<file path="src/rtl/vga_timing_gen.sv">
// Raster timing generator (default 640x480@60): registered syncs, data-enable, coordinates and strobes.
// Define TEST_PATTERN_EN to add the rgb port with an 8-bar colour source.
module vga_timing_gen #(
    parameter int H_ACTIVE = 640,
    parameter int H_FP     = 16,
    parameter int H_SYNC   = 96,
    parameter int H_BP     = 48,
    parameter int V_ACTIVE = 480,
    parameter int V_FP     = 10,
    parameter int V_SYNC   = 2,
    parameter int V_BP     = 33,
    parameter bit HS_POL   = 1'b0,
    parameter bit VS_POL   = 1'b0
) (
    input  logic        clk_in,
    input  logic        resetn,
    input  logic        en,
    output logic        hsync,
    output logic        vsync,
    output logic        de,
    output logic [10:0] x,
    output logic [10:0] y,
    output logic        line_start,
`ifdef TEST_PATTERN_EN
    output logic        frame_start,
    output logic [11:0] rgb
`else
    output logic        frame_start
`endif
);

    localparam int H_TOTAL = H_ACTIVE + H_FP + H_SYNC + H_BP;
    localparam int V_TOTAL = V_ACTIVE + V_FP + V_SYNC + V_BP;

    localparam logic [10:0] H_LAST   = 11'(H_TOTAL - 1);
    localparam logic [10:0] H_ACT    = 11'(H_ACTIVE);
    localparam logic [10:0] H_SYNC_S = 11'(H_ACTIVE + H_FP);
    localparam logic [10:0] H_SYNC_E = 11'(H_ACTIVE + H_FP + H_SYNC);
    localparam logic [10:0] V_LAST   = 11'(V_TOTAL - 1);
    localparam logic [10:0] V_ACT    = 11'(V_ACTIVE);
    localparam logic [10:0] V_SYNC_S = 11'(V_ACTIVE + V_FP);
    localparam logic [10:0] V_SYNC_E = 11'(V_ACTIVE + V_FP + V_SYNC);

    logic [10:0] r_h;
    logic [10:0] r_v;
    logic        w_h_wrap;
    logic        w_v_wrap;
    logic        w_de;
    logic        w_hs_act;
    logic        w_vs_act;

    assign w_h_wrap = (r_h == H_LAST);
    assign w_v_wrap = (r_v == V_LAST);
    assign w_de     = (r_h < H_ACT) && (r_v < V_ACT);
    assign w_hs_act = (r_h >= H_SYNC_S) && (r_h < H_SYNC_E);
    assign w_vs_act = (r_v >= V_SYNC_S) && (r_v < V_SYNC_E);

    always_ff @(posedge clk_in) begin
        if (!resetn) begin
            r_h <= '0;
            r_v <= '0;
        end else if (en) begin
            if (w_h_wrap) begin
                r_h <= '0;
                r_v <= w_v_wrap ? 11'd0 : r_v + 11'd1;
            end else begin
                r_h <= r_h + 11'd1;
            end
        end
    end

    // Outputs are a registered decode of the counters, so all of them share one cycle of latency.
    always_ff @(posedge clk_in) begin
        if (!resetn) begin
            hsync       <= ~HS_POL;
            vsync       <= ~VS_POL;
            de          <= 1'b0;
            x           <= '0;
            y           <= '0;
            line_start  <= 1'b0;
            frame_start <= 1'b0;
        end else if (en) begin
            hsync       <= w_hs_act ? HS_POL : ~HS_POL;
            vsync       <= w_vs_act ? VS_POL : ~VS_POL;
            de          <= w_de;
            x           <= r_h;
            y           <= r_v;
            line_start  <= (r_h == 11'd0);
            frame_start <= (r_h == 11'd0) && (r_v == 11'd0);
        end
    end

`ifdef TEST_PATTERN_EN
    localparam logic [10:0] BAR_LAST = 11'(H_ACTIVE / 8 - 1);

    logic [10:0] r_bar_cnt;
    logic [2:0]  r_bar_idx;
    logic [11:0] w_bar_rgb;

    // Bar index tracks r_h through the active region; it wraps harmlessly in blanking where rgb is forced to 0.
    always_ff @(posedge clk_in) begin
        if (!resetn) begin
            r_bar_cnt <= '0;
            r_bar_idx <= '0;
        end else if (en) begin
            if (w_h_wrap) begin
                r_bar_cnt <= '0;
                r_bar_idx <= '0;
            end else if (r_h < H_ACT) begin
                if (r_bar_cnt == BAR_LAST) begin
                    r_bar_cnt <= '0;
                    r_bar_idx <= r_bar_idx + 3'd1;
                end else begin
                    r_bar_cnt <= r_bar_cnt + 11'd1;
                end
            end
        end
    end

    always_comb begin
        w_bar_rgb = 12'h000;
        case (r_bar_idx)
            3'd0: w_bar_rgb = 12'hFFF;
            3'd1: w_bar_rgb = 12'hFF0;
            3'd2: w_bar_rgb = 12'h0FF;
            3'd3: w_bar_rgb = 12'h0F0;
            3'd4: w_bar_rgb = 12'hF0F;
            3'd5: w_bar_rgb = 12'hF00;
            3'd6: w_bar_rgb = 12'h00F;
            default: w_bar_rgb = 12'h000;
        endcase
    end

    always_ff @(posedge clk_in) begin
        if (!resetn) begin
            rgb <= '0;
        end else if (en) begin
            rgb <= w_de ? w_bar_rgb : 12'h000;
        end
    end
`endif

endmodule

</file>
<file path="config.mk">
export PLATFORM = sky130hd
export DESIGN_NAME = vga_timing_gen
export DESIGN_NICKNAME = d
export VERILOG_FILES = /design/src/rtl/vga_timing_gen.sv
export SDC_FILE = /design/constraint.sdc
export NUM_CORES = 1
export LEC_CHECK = 0
export CAP_MARGIN = 20
export CORE_AREA = 2 2 79 81
export CTS_BUF_LIST = sky130_fd_sc_hd__clkbuf_8
export DETAILED_ROUTE_END_ITERATION = 10
export DIE_AREA = 0 0 81 83
export RECOVER_POWER = 50
export SYNTH_ARGS = -nofsm -noshare
export SYNTH_HDL_FRONTEND = slang
export SYNTH_SLANG_ARGS = --single-unit
</file>
<file path="constraint.sdc">
create_clock -name clk_in -period 2.4 [get_ports clk_in]
set_input_delay 0.36 -clock clk_in [delete_from_list [all_inputs] [get_ports clk_in]]
set_output_delay 0.36 -clock clk_in [all_outputs]
set_load 0.02 [all_outputs]
</file>
## Word-level counts from Yosys, hierarchy flattened

Cells that the tools add are included.

| word-level totals | value |
|---|---|
| register bits | 49 |
| bits of input ports | 3 |
| output and inout bits | 27 |

| cells by class | value |
|---|---|
| $add $sub $neg | 2 |
| eq/ne operators | 2 |
| muxes and demuxes | 4 |
| magnitude comparators | 6 |
| reduce and logical (&&, ||, !) cells | 7 |

Operators by type and width:

| kind | count |
|---|---|
| $add 11x1->11 const B | 2 |
| $eq 11x10->1 const B | 2 |
| $logic_not 11->1 | 2 |
| $lt 11x10->1 const B | 2 |
| $lt 11x9->1 const B | 2 |
| $mux 11 | 2 |
| $ge 11x10->1 const B | 1 |
| $ge 11x9->1 const B | 1 |
| $logic_and 1x1->1 | 4 |
| $mux 1 | 2 |
| $reduce_and 2->1 | 1 |

## Longest topological paths before layout

| depth | value |
|---|---|
| depth after elaboration | 3 |
| depth in mapped cells | 6 |
| gate-level depth less buffers | 6 |

## Worst setup path before layout

No wires, ideal clock.

| timing path | value |
|---|---|
| path kind | register -> register |
| from | register r_h[0] |
| to | register r_v[7] |
| period minus slack after synthesis | 2.009 ns |
| path slack | 0.391 ns |
| setup time | 0.071 ns |
| required time | 2.329 ns |
| stages on the path, launching flop included | 7 |
| path buffers | 1 |
| data arrival time | 1.939 ns |
| cells stage by stage | dfxtp_1 > ha_1 > nand4_2 > or4_4 > buf_2 > or3_1 > a21oi_1 |

| between the ends | value |
|---|---|
| cells in the longest elaborated chain, start to end | 2 |

RTL lines:

| element | RTL line | RTL |
|---|---|---|
| start, declared | 44 | `logic [10:0] r_h;` |
| start signal, assigned | 67 | `r_h <= r_h + 11'd1;` |
| $eq 11x10->1 | 52 | `assign w_h_wrap = (r_h == H_LAST);` |
| $reduce_and 2->1 (no source line) | - |  |
| end signal, assigned | 65 | `r_v <= w_v_wrap ? 11'd0 : r_v + 11'd1;` |
| end, declared | 45 | `logic [10:0] r_v;` |

No other way between the ends.
A chain may end at the register's enable or synchronous reset.

## Final worst setup path

| timing path | value |
|---|---|
| from | register r_h[1] |
| to | register r_v[8] |

Same word-level chain as after synthesis.

==> flow_results.org <==
** Status
- The run finished with clean final reports.

** Placement
- RD Place Congestion :: 0.817
- I/O Buffers :: 29
- Once detailed placement completed, the half-perimeter wirelength came to 3220 um.

** STA
- Setup repair after global routing missed its margin :: false
- Upper clock frequency limit :: 0.454 GHz
- For the final database, setup skew stands at 0.00811 ns.
- The worst path uses 91.7% of the clock period.
- Worst Tran Pin Value :: 0.696 ns
- The max-slew violation count is 0.
- Setup violations remaining at the end of the flow were counted as 0.
- Tmin final :: 2.20 ns
- Measured against its own limit, the worst slew margin works out to 53.6%.
- The final count of hold timing violations was 0.
- Summed over all failing endpoints, the final setup total negative slack is 0 ns.

** Floorplan
- In this run the vertical extent of the chip is 83 um.
- The die covers 6720 um2.
- The die is 81 um wide.
- The floorplan has 28 rows.
- Once the floorplan was initialized, standard cells occupied 37.0% of the core.
- Number of placed I/O pins :: 30
- Core area :: 5820 um2

** Detailed routing
- Routed vias :: 1783
- In the routed design, unresolved DRC markers number 0.
- The first routing iteration left 143 violations.
- After detailed routing, the average wire length per cell comes to 13.6 um.
- Routed Wire Length :: 4680 um
- Before antenna repair, the detailed router went through 4 iterations.
- The count of nets left with antenna violations once routing finished came out at 0.
- Vias per cell :: 5.18

** Clock tree
- Count of clock tree sinks :: 49
- The clock passes through at most 2 buffers.
- # hold bufs at CTS :: 0
- Clock-pin slew was measured on the worst setup and hold paths at 0.09 ns.
- In this run, CTS created clock tree buffers numbering 5.
- Clock tree root buffer cell :: sky130_fd_sc_hd__clkbuf_8
- Clock latency on the worst-skew pair :: 0.31 ns
- CTS H-Tree Depth :: 2
- CTS tree :: done

** Setup path
- Endpoint of the most critical setup path :: r_v[8]$_SDFFE_PN0P_
- Critical path origin :: r_h[1]$_SDFFE_PN0P_
- Crit-path slowest cell :: sky130_fd_sc_hd__or4_4
- Maximum fanout count along the critical path :: 13
- For the worst setup path, the data required time is 2.63 ns.
- Counting buffers and inverters, the worst setup path is 5 cells deep.
- Depth of the worst register-to-register path :: 5
- Critical R2R Launch :: r_h[1]$_SDFFE_PN0P_
- Traced cell by cell, the critical path runs through ha_1 > nand4_2 > or4_4 > or4_1 > a21oi_1.
- STA classifies the critical path startpoint as a flop.
- Number of buffer and inverter instances along the worst setup path :: 0
- The endpoint identified for the worst register-to-register timing path is r_v[8]$_SDFFE_PN0P_.
- Family of cells with the greatest summed delay on the critical path :: simple AND/OR/NAND/NOR gates
- Largest stage delay, worst path :: 0.56 ns
- For flop-to-flop paths, the worst setup slack is 0.20 ns.
- CP Data Arrival Time :: 2.43 ns
- STA classifies the critical path endpoint as a flop.
- The critical path is of the flop to flop type.

** Synth
- Synthesis inferred 49 register bits.
- Post-Synthesis Net Count :: 246
- The netlist uses 42 different library cells.
- Async SR Flop Fraction :: 0%
- Count of flip-flops with a built-in enable after synthesis :: 0
- Share of synthesized area occupied by flip-flops and latches :: 45.6%
- For this run, the leading register cell type out of synthesis is sky130_fd_sc_hd__dfxtp_1.
- Number of instances in the synthesized netlist :: 239
- After synthesis the cells add up to 2150 um2.
- Synthesis warning total :: 0
- Avg Inst Size Synth :: 9.00 um2

** Global routing
- Global routing consumed, over all layers together, 14.6% of the routing resources.
- Entering global routing, the biggest net connects 34 pins.
- After global routing the overflow that remains totals 0.
- The first global-routing pass estimated 7680 um of wire.
- Initial antenna violation count :: 0
- The number of global-route vias before repair was 1546.

** Pwr
- IR analysis of the VDD net gives a maximum drop of 0.215 mV.
- The analysis attributes to cell leakage a power of 1.03 nW.
- Total power for the finished layout comes to 1.49 mW.
- Power spread over the standard cell area amounts to 568 nW/um2.

** Layout
- At the end of the flow, the number of nets in the layout was 276.
- Commonest cells after routing, fill and taps aside :: 49 x sky130_fd_sc_hd__dfxtp_1, 33 x sky130_fd_sc_hd__nor2_1, 21 x sky130_fd_sc_hd__mux2i_1
- Number of diodes added for antenna fixing :: 0
- Compared with the post-synthesis result, the final layout area differs by 21.9%.
- The library cell used most frequently in the layout, excluding fill and tap cells, is sky130_fd_sc_hd__dfxtp_1.
- Filler cell count in the final layout :: 590
- Share of final-layout standard cells stronger than drive strength 1 :: 6.69%

** Min path
- Min-delay worst type :: flop to flop

** Run
- Max Cap Violations :: 0
## cell usage after synthesis, types with 5 or more instances
| library cell | number | area share (%) |
|---|---|---|
| sky130_fd_sc_hd__a21oi_1 | 16 | 3.7 |
| sky130_fd_sc_hd__dfxtp_1 | 49 | 46 |
| sky130_fd_sc_hd__inv_1 | 9 | 1.6 |
| sky130_fd_sc_hd__mux2i_1 | 21 | 9.8 |
| sky130_fd_sc_hd__nand2_1 | 12 | 2.1 |
| sky130_fd_sc_hd__nand2b_1 | 5 | 1.5 |
| sky130_fd_sc_hd__nand3_1 | 9 | 2.1 |
| sky130_fd_sc_hd__nand4_1 | 8 | 2.3 |
| sky130_fd_sc_hd__nor2_1 | 33 | 5.8 |
| sky130_fd_sc_hd__nor3_1 | 6 | 1.4 |
| sky130_fd_sc_hd__nor4_1 | 5 | 1.5 |
| sky130_fd_sc_hd__o21ai_0 | 7 | 1.6 |
| sky130_fd_sc_hd__or3_1 | 5 | 1.5 |
## registers in the layout, indices dropped and copies added, names as in the netlist
name / count
line_start: 1
hsync: 1
x: 11
frame_start: 1
y: 11
vsync: 1
r_v: 11
de: 1
r_h: 11
## metrics by stage
| step | util, % | instances | setup slack (ns) | cell area, um2 | hold WS, ns |
|---|---|---|---|---|---|
| finish | 45.1 | 344 | 0.199 | 2620 | 0.469 |
| global route | 45.1 | 344 | 0.0495 | 2620 | 0.484 |
| CTS | 45.1 | 344 | 0.113 | 2620 | 0.475 |
| detailed placement | 43.3 | 337 | 0.145 | 2520 | 0.461 |
| global placement | 43.3 | 337 | 0.214 | 2520 | 0.462 |
| floorplan | - | 239 | 0.391 | 2150 | 0.422 |
## power breakdown
part           internal [mW]  total (mW)  switching [mW]
logic                 0.0358      0.0872          0.0514
clock network          0.303       0.571           0.268
registers              0.822       0.833          0.0100
total                   1.16        1.49           0.329
## logic make-up after synthesis
kind of cell    share of synthesized area [%]
xor+xnor                                 3.26
flops                                    45.6
mux                                      9.77
simple gates                             26.4
buf+inv                                  4.01
compound gates                           8.66
fa+ha+maj                                2.33
## what timing repair did
item / in CTS / in global routing
buffers inserted: 0 / 0
gates resized for setup: 0 / 1
setup endpoints to repair: 0 / 3
hold endpoints to repair: 0 / 0
## worst register-to-register path, cell delays in order (launching register included)
cell                      delay [ns]
sky130_fd_sc_hd__dfxtp_1        0.43
sky130_fd_sc_hd__ha_1           0.23
sky130_fd_sc_hd__nand4_2        0.22
sky130_fd_sc_hd__or4_4          0.56
sky130_fd_sc_hd__or4_1          0.53
sky130_fd_sc_hd__a21oi_1        0.15
## area by class of cell
cell class	instances	area (um2)	area share [%]
Timing Repair Buffer	34	320	12.2
Multi-Input combinational cell	170	1090	41.6
Clock buffer	5	68.8	2.62
Sequential cell	49	981	37.4
Inverter	9	33.8	1.29
Clock inverter	2	35.0	1.34
Tap cell	75	93.8	3.58
## layer usage
layer,global-route usage [%],vias up,share of wire (%)
met5,0,-,0
met4,6.63,0,2.0
met3,3.48,6,4.7
met2,18.3,49,40
met1,22.8,817,53
li1,-,911,-
## how the worst min path moves through the flow
stage,from,to,slack (ns),cells after the start
4_1_cts,line_start$_SDFFE_PN0P_,line_start$_SDFFE_PN0P_,0.48,2
2_1_floorplan,resetn,hsync$_SDFFE_PN1P_,0.42,1
6_report,line_start$_SDFFE_PN0P_,line_start$_SDFFE_PN0P_,0.47,2
3_3_place_gp,vsync$_SDFFE_PN1P_,vsync$_SDFFE_PN1P_,0.46,2
3_5_place_dp,line_start$_SDFFE_PN0P_,line_start$_SDFFE_PN0P_,0.46,2
5_1_grt,x[5]$_SDFFE_PN0P_,x[5]$_SDFFE_PN0P_,0.48,2
Power figures use the tool's default switching activity.
